## config.mk

```make
export PLATFORM = sky130hd
export DESIGN_NAME = dig_charge_pump
export DESIGN_NICKNAME = d
export VERILOG_FILES = /design/src/rtl/dig_charge_pump.sv
export SDC_FILE = /design/constraint.sdc
export NUM_CORES = 1
export LEC_CHECK = 0
export CAP_MARGIN = 20
export CORE_ASPECT_RATIO = 1.1
export CORE_MARGIN = 2
export CORE_UTILIZATION = 25
export DETAILED_ROUTE_END_ITERATION = 6
export GPL_ROUTABILITY_DRIVEN = 0
export PLACE_DENSITY = 0.5
export SLEW_MARGIN = 20
export SYNTH_ARGS = -nofsm -noshare
export SYNTH_HDL_FRONTEND = slang
export SYNTH_SLANG_ARGS = --single-unit
```

## constraint.sdc

```tcl
create_clock -name wb_clk_i -period 10.8 [get_ports wb_clk_i]
set_input_delay 2.7 -clock wb_clk_i [delete_from_list [all_inputs] [get_ports wb_clk_i]]
set_output_delay 2.7 -clock wb_clk_i [all_outputs]
set_load 0.01 [all_outputs]
```

## src/rtl/dig_charge_pump.sv

```systemverilog
// dig_charge_pump: PFD-driven saturating integrator with proportional kick and quiet-cycle lock detect
module dig_charge_pump #(
  parameter int WIDTH    = 8,
  parameter int STEP_W   = 4,
  parameter int INIT     = 2**(WIDTH-1),
  parameter int LOCK_CNT = 16
) (
  input  logic              wb_clk_i,
  input  logic              wb_rst_i,
  input  logic              en,
  input  logic              up,
  input  logic              down,
  input  logic [STEP_W-1:0] kup,
  input  logic [STEP_W-1:0] kdn,
  input  logic [STEP_W-1:0] kp,
  output logic [WIDTH-1:0]  ctrl_out,
  output logic              sat_hi,
  output logic              sat_lo,
  output logic              locked
);
  localparam int CW = $clog2(LOCK_CNT+1);
  localparam int XW = WIDTH+2;
  localparam logic [WIDTH-1:0] INIT_V = INIT[WIDTH-1:0];
  localparam logic [CW-1:0] LOCK_V = CW'(LOCK_CNT);
  logic up_r_q, dn_r_q, inc, dec;
  logic [WIDTH-1:0] acc_q, acc_d, ctrl_q, ctrl_d;
  logic [XW-1:0] acc_x, ctrl_x;
  logic [CW-1:0] cnt_q, cnt_d;
  logic sat_hi_q, sat_hi_d, sat_lo_q, sat_lo_d, locked_q, locked_d;
  // Two extra bits: the top one flags underflow, the next one overflow past the rail
  function automatic logic [WIDTH-1:0] clamp(input logic [XW-1:0] s);
    return s[XW-1] ? '0 : s[WIDTH] ? '1 : s[WIDTH-1:0];
  endfunction
  always_comb begin
    inc = up_r_q & ~dn_r_q;
    dec = dn_r_q & ~up_r_q;
    acc_x = inc ? {2'b00, acc_q} + XW'(kup) : dec ? {2'b00, acc_q} - XW'(kdn) : {2'b00, acc_q};
    acc_d = en ? clamp(acc_x) : acc_q;
    ctrl_x = inc ? {2'b00, acc_d} + XW'(kp) : dec ? {2'b00, acc_d} - XW'(kp) : {2'b00, acc_d};
    ctrl_d = en ? clamp(ctrl_x) : acc_d;
    cnt_d = (!en || inc || dec) ? '0 : (cnt_q == LOCK_V) ? cnt_q : cnt_q + CW'(1);
    locked_d = cnt_d == LOCK_V;
    sat_hi_d = acc_d == '1;
    sat_lo_d = acc_d == '0;
  end
  always_ff @(posedge wb_clk_i) begin
    if (wb_rst_i) begin
      up_r_q   <= 1'b0;
      dn_r_q   <= 1'b0;
      acc_q    <= INIT_V;
      ctrl_q   <= INIT_V;
      cnt_q    <= '0;
      sat_hi_q <= 1'b0;
      sat_lo_q <= 1'b0;
      locked_q <= 1'b0;
    end else begin
      up_r_q   <= up;
      dn_r_q   <= down;
      acc_q    <= acc_d;
      ctrl_q   <= ctrl_d;
      cnt_q    <= cnt_d;
      sat_hi_q <= sat_hi_d;
      sat_lo_q <= sat_lo_d;
      locked_q <= locked_d;
    end
  end
  assign ctrl_out = ctrl_q;
  assign sat_hi   = sat_hi_q;
  assign sat_lo   = sat_lo_q;
  assign locked   = locked_q;
endmodule

```

==> flow_metrics.py <==
metrics = {
    "power": {
        "power.total_w": 0.000288,
        "p_int_w": 0.000193,
        "p_sw_share_pct": 32.8,
        "power_density_nw_per_um2": 105,
        "p_leak_nw": 1.08,
        "seqPwrFrac_pct": 37.6,
        "comb_power_share_pct": 33.5,
        "switching_power_w": 0.0000944,
        "vdd_drop_max_mv": 0.0570,
        "p_clk_share_pct": 28.9,
    },
    "logic_synthesis": {
        "syn_nets": 318,
        "ys_warn_count": 0,
        "synth_cell_types": 71,
        "ys.flop_type": "dfxtp_1",
        "synth-edff-count": 0,
        "synthArstFlopShare_pct": 0,
        "syn_area_per_cell_um2": 8.27,
        "synth_seq_cells": 26,
        "netlist_instances": 278,
        "ys_seq_area_share_pct": 22.6,
        "syn_area_um2": 2300,
    },
    "clock_network": {
        "clk_pin_slew_ns": 0.10,
        "cts_setup_buffers": 0,
        "cts_sinks": 26,
        "clock_latency_ns": 0.28,
        "clockBufferDepth": 2,
        "root_buffer": "clkbuf_8",
        "cts_tree": "done",
        "cts_buffers": 3,
        "htreeDepth": 1,
        "cts_hold_buf": 0,
        "cts_resized": 0,
    },
    "grt": {
        "grt_start_max_net_pins": 21,
        "grtUsageTotal_pct": 13.9,
        "grt_pass1_wl_mm": 11.2,
        "grt_overflow": 0,
        "antenna_found_initial": 0,
        "grt_pass1_vias": 2171,
    },
    "worst_hold_path": {
        "hold_depth": 2,
        "hold_path.class": "flip-flop to flip-flop",
    },
    "floorplanning": {
        "initial_utilization_pct": 25.8,
        "core_um2": 8920,
        "die_w_um": 95.4,
        "fp-row-count": 36,
        "die_h_um": 105,
        "dieArea_um2": 9980,
        "ios": 28,
    },
    "sta": {
        "slew_viol_final": 0,
        "timing_hold_violations_final": 0,
        "worstMarginPinSlew_ns": 0.776,
        "rsz0062_at_grt": "no",
        "fin_crit_ns": 6.78,
        "relSlewSlack_pct": 47.8,
        "finClkSkew_ns": 0.00532,
        "setup_viol": 0,
        "clock.fmax_mhz": 147,
        "fin_crit_sh_pct": 62.8,
        "tns_ns": 0,
    },
    "setup_path": {
        "slowest_delay_ns": 0.47,
        "crit_family": "compound AO/OA/AOI/OAI gates",
        "crit_chain": "clkdlybuf4s50_1 > ha_1 > fa_1 > a211o_1 > o21ai_0 > or2_1 > nand2_1 > a21oi_1 > inv_1 > fa_1 > a21oi_1 > o21ai_0 > or2_1 > o21ai_1 > a221oi_1",
        "arrival_ns": 6.92,
        "critPathRequiredTime_ns": 10.93,
        "r2r_cells": 14,
        "cp-start-kind": "input pin",
        "critPathSlowestCell": "fa_1",
        "endpoint_kind": "flip-flop",
        "cp_num_buf_inv": 2,
        "cp.depth": 15,
        "path_max_fanout": 6,
        "crit_type": "input pin to flip-flop",
    },
    "finish": {
        "fill_cells": 964,
        "area_delta_synth_final_pct": 19.7,
        "nNetsFinal": 343,
        "layout-drive-gt1-share_pct": 6.29,
        "seqCellArea_um2": 520,
        "antennaDiodeCount": 0,
        "multi_input_area_um2": 1660,
        "final_util_pct": 30.9,
    },
    "run": {
        "drv_cap": 0,
    },
    "routing": {
        "num_vias": 2213,
        "viasPerCell": 5.32,
        "drc": 0,
        "wirelength_mm": 6.79,
        "drtIter0Drc": 140,
        "dr.pass1.iters": 4,
        "ant_nets": 0,
        "wire_per_inst_um": 16.3,
    },
    "placed_design": {
        "hpwl_mm": 5.24,
        "port_buffers": 27,
    },
    "run_status": {
        "outcome": "complete, no violations",
    },
}
cells in the final DEF (no fill, tap or decap), drive strengths merged, types with 4 or more instances in the layout:
cell type      count
fa                 4
nand3             11
o211ai             7
nor4               6
nor3               5
nor2              27
inv               22
a21o               5
xnor2              6
ha                19
nand2b             6
o21a               5
a21oi             11
clkdlybuf4s50     27
o211a              4
dfxtp             26
nor2b              5
a211o              4
o21ai             18
nand2             12
xor2               6
layout make-up:
cell class | instances | area share (%)
clock buffer | 3 | 1.50
clock inverter | 1 | 1.09
inverter | 23 | 3.14
multi-input combinational | 222 | 60.3
sequential | 26 | 18.9
tap | 114 | 5.18
timing repair buffer | 27 | 9.82
metrics by stage:
step	instance area [µm²]	hold slack [ns]	worst slack, ns	cells
after floorplan	2300	0.495	4.80	278
after global routing	2750	0.634	3.69	416
after global placement	2680	0.537	3.76	412
after CTS	2750	0.555	4.01	416
final	2750	0.555	4.02	416
after detailed placement	2680	0.531	3.71	412
path summary, 6_finish.rpt:
path                                from          end  slack, ns
worst max register to register  acc_q[0]  ctrl_out[5]       6.51
worst max-delay path              kup[0]  ctrl_out[5]       4.02
worst min-delay path            cnt_q[4]     cnt_q[4]       0.55
worst min register to register  cnt_q[4]     cnt_q[4]       0.55
worst reg2reg max path, stage by stage, from the launching register on:
cell and delay (ns):
dfxtp_1 0.36, ha_1 0.24, fa_1 0.42, a211o_1 0.30
o21ai_0 0.25, or2_1 0.21, nand2_1 0.06, a21oi_1 0.43
inv_1 0.18, fa_1 0.47, a21oi_1 0.18, o21ai_0 0.26
or2_1 0.34, o21ai_1 0.31, a221oi_1 0.15
per-layer routing:
layer | routed length [µm] | part of all wire (%) | track usage, %
met4 | 116 | 1.7 | 4.49
met3 | 286 | 4.2 | 1.44
met1 | 3180 | 47 | 19.2
met2 | 3200 | 47 | 22.6
met5 | 0 | 0 | 0
flip-flops by register name (all words and copies together), names as in the netlist:
name / cells
up_r_q: 1
ctrl_out: 8
dn_r_q: 1
acc_q: 8
sat_lo: 1
cnt_q: 5
sat_hi: 1
locked: 1
power by group through the flow:
stage | combinational, W | sequential [W] | clock, W
after CTS | 0.0000963 | 0.000108 | 0.0000842
final | 0.0000964 | 0.000108 | 0.0000830
after global routing | 0.000108 | 0.000109 | 0.0000881
after floorplan | 0.0000668 | 0.000108 | 0
after detailed placement | 0.0000956 | 0.000110 | 0
after global placement | 0.0000962 | 0.000111 | 0
Yosys cell counts, types with 3 or more instances:
master     n  share of area [%]
o211a_1    3                1.3
nor2b_1    5                1.4
xor2_1     6                2.3
nor2_1    27                4.4
o211ai_1   4                1.3
inv_1     21                3.4
a31oi_1    3               0.82
o21ai_0   11                2.4
nor4_1     5                1.4
a211oi_1   3               0.98
dfxtp_1   26                 23
fa_1       4                3.5
a211o_1    4                1.5
o211ai_2   3                1.6
ha_1      19                 10
a21oi_1   10                2.2
nand2b_1   6                1.6
a21o_1     5                1.6
nand3_1   10                2.2
xnor2_1    6                2.3
nor3_1     5                1.1
clkbuf_1   3               0.49
nand2_1   12                2.0
o221ai_1   3                1.1
o21a_1     5                1.6
buf_2      4               0.87
o21ai_1    6                1.3
kinds of logic (layout without fill, tap and decap cells):
logic type / after synthesis / count (layout) / synth area share, %
AND/OR/NAND/NOR: 93 / 93 / 22.9
AO/OA/AOI/OAI: 92 / 92 / 30.1
buffers and inverters: 30 / 54 / 5.12
flip-flops: 26 / 26 / 22.6
adder cells (fa/ha/maj): 23 / 23 / 13.8
XOR/XNOR: 12 / 12 / 4.57
multiplexers: 2 / 2 / 0.871
Note: power is estimated with default switching activity, not from simulation.
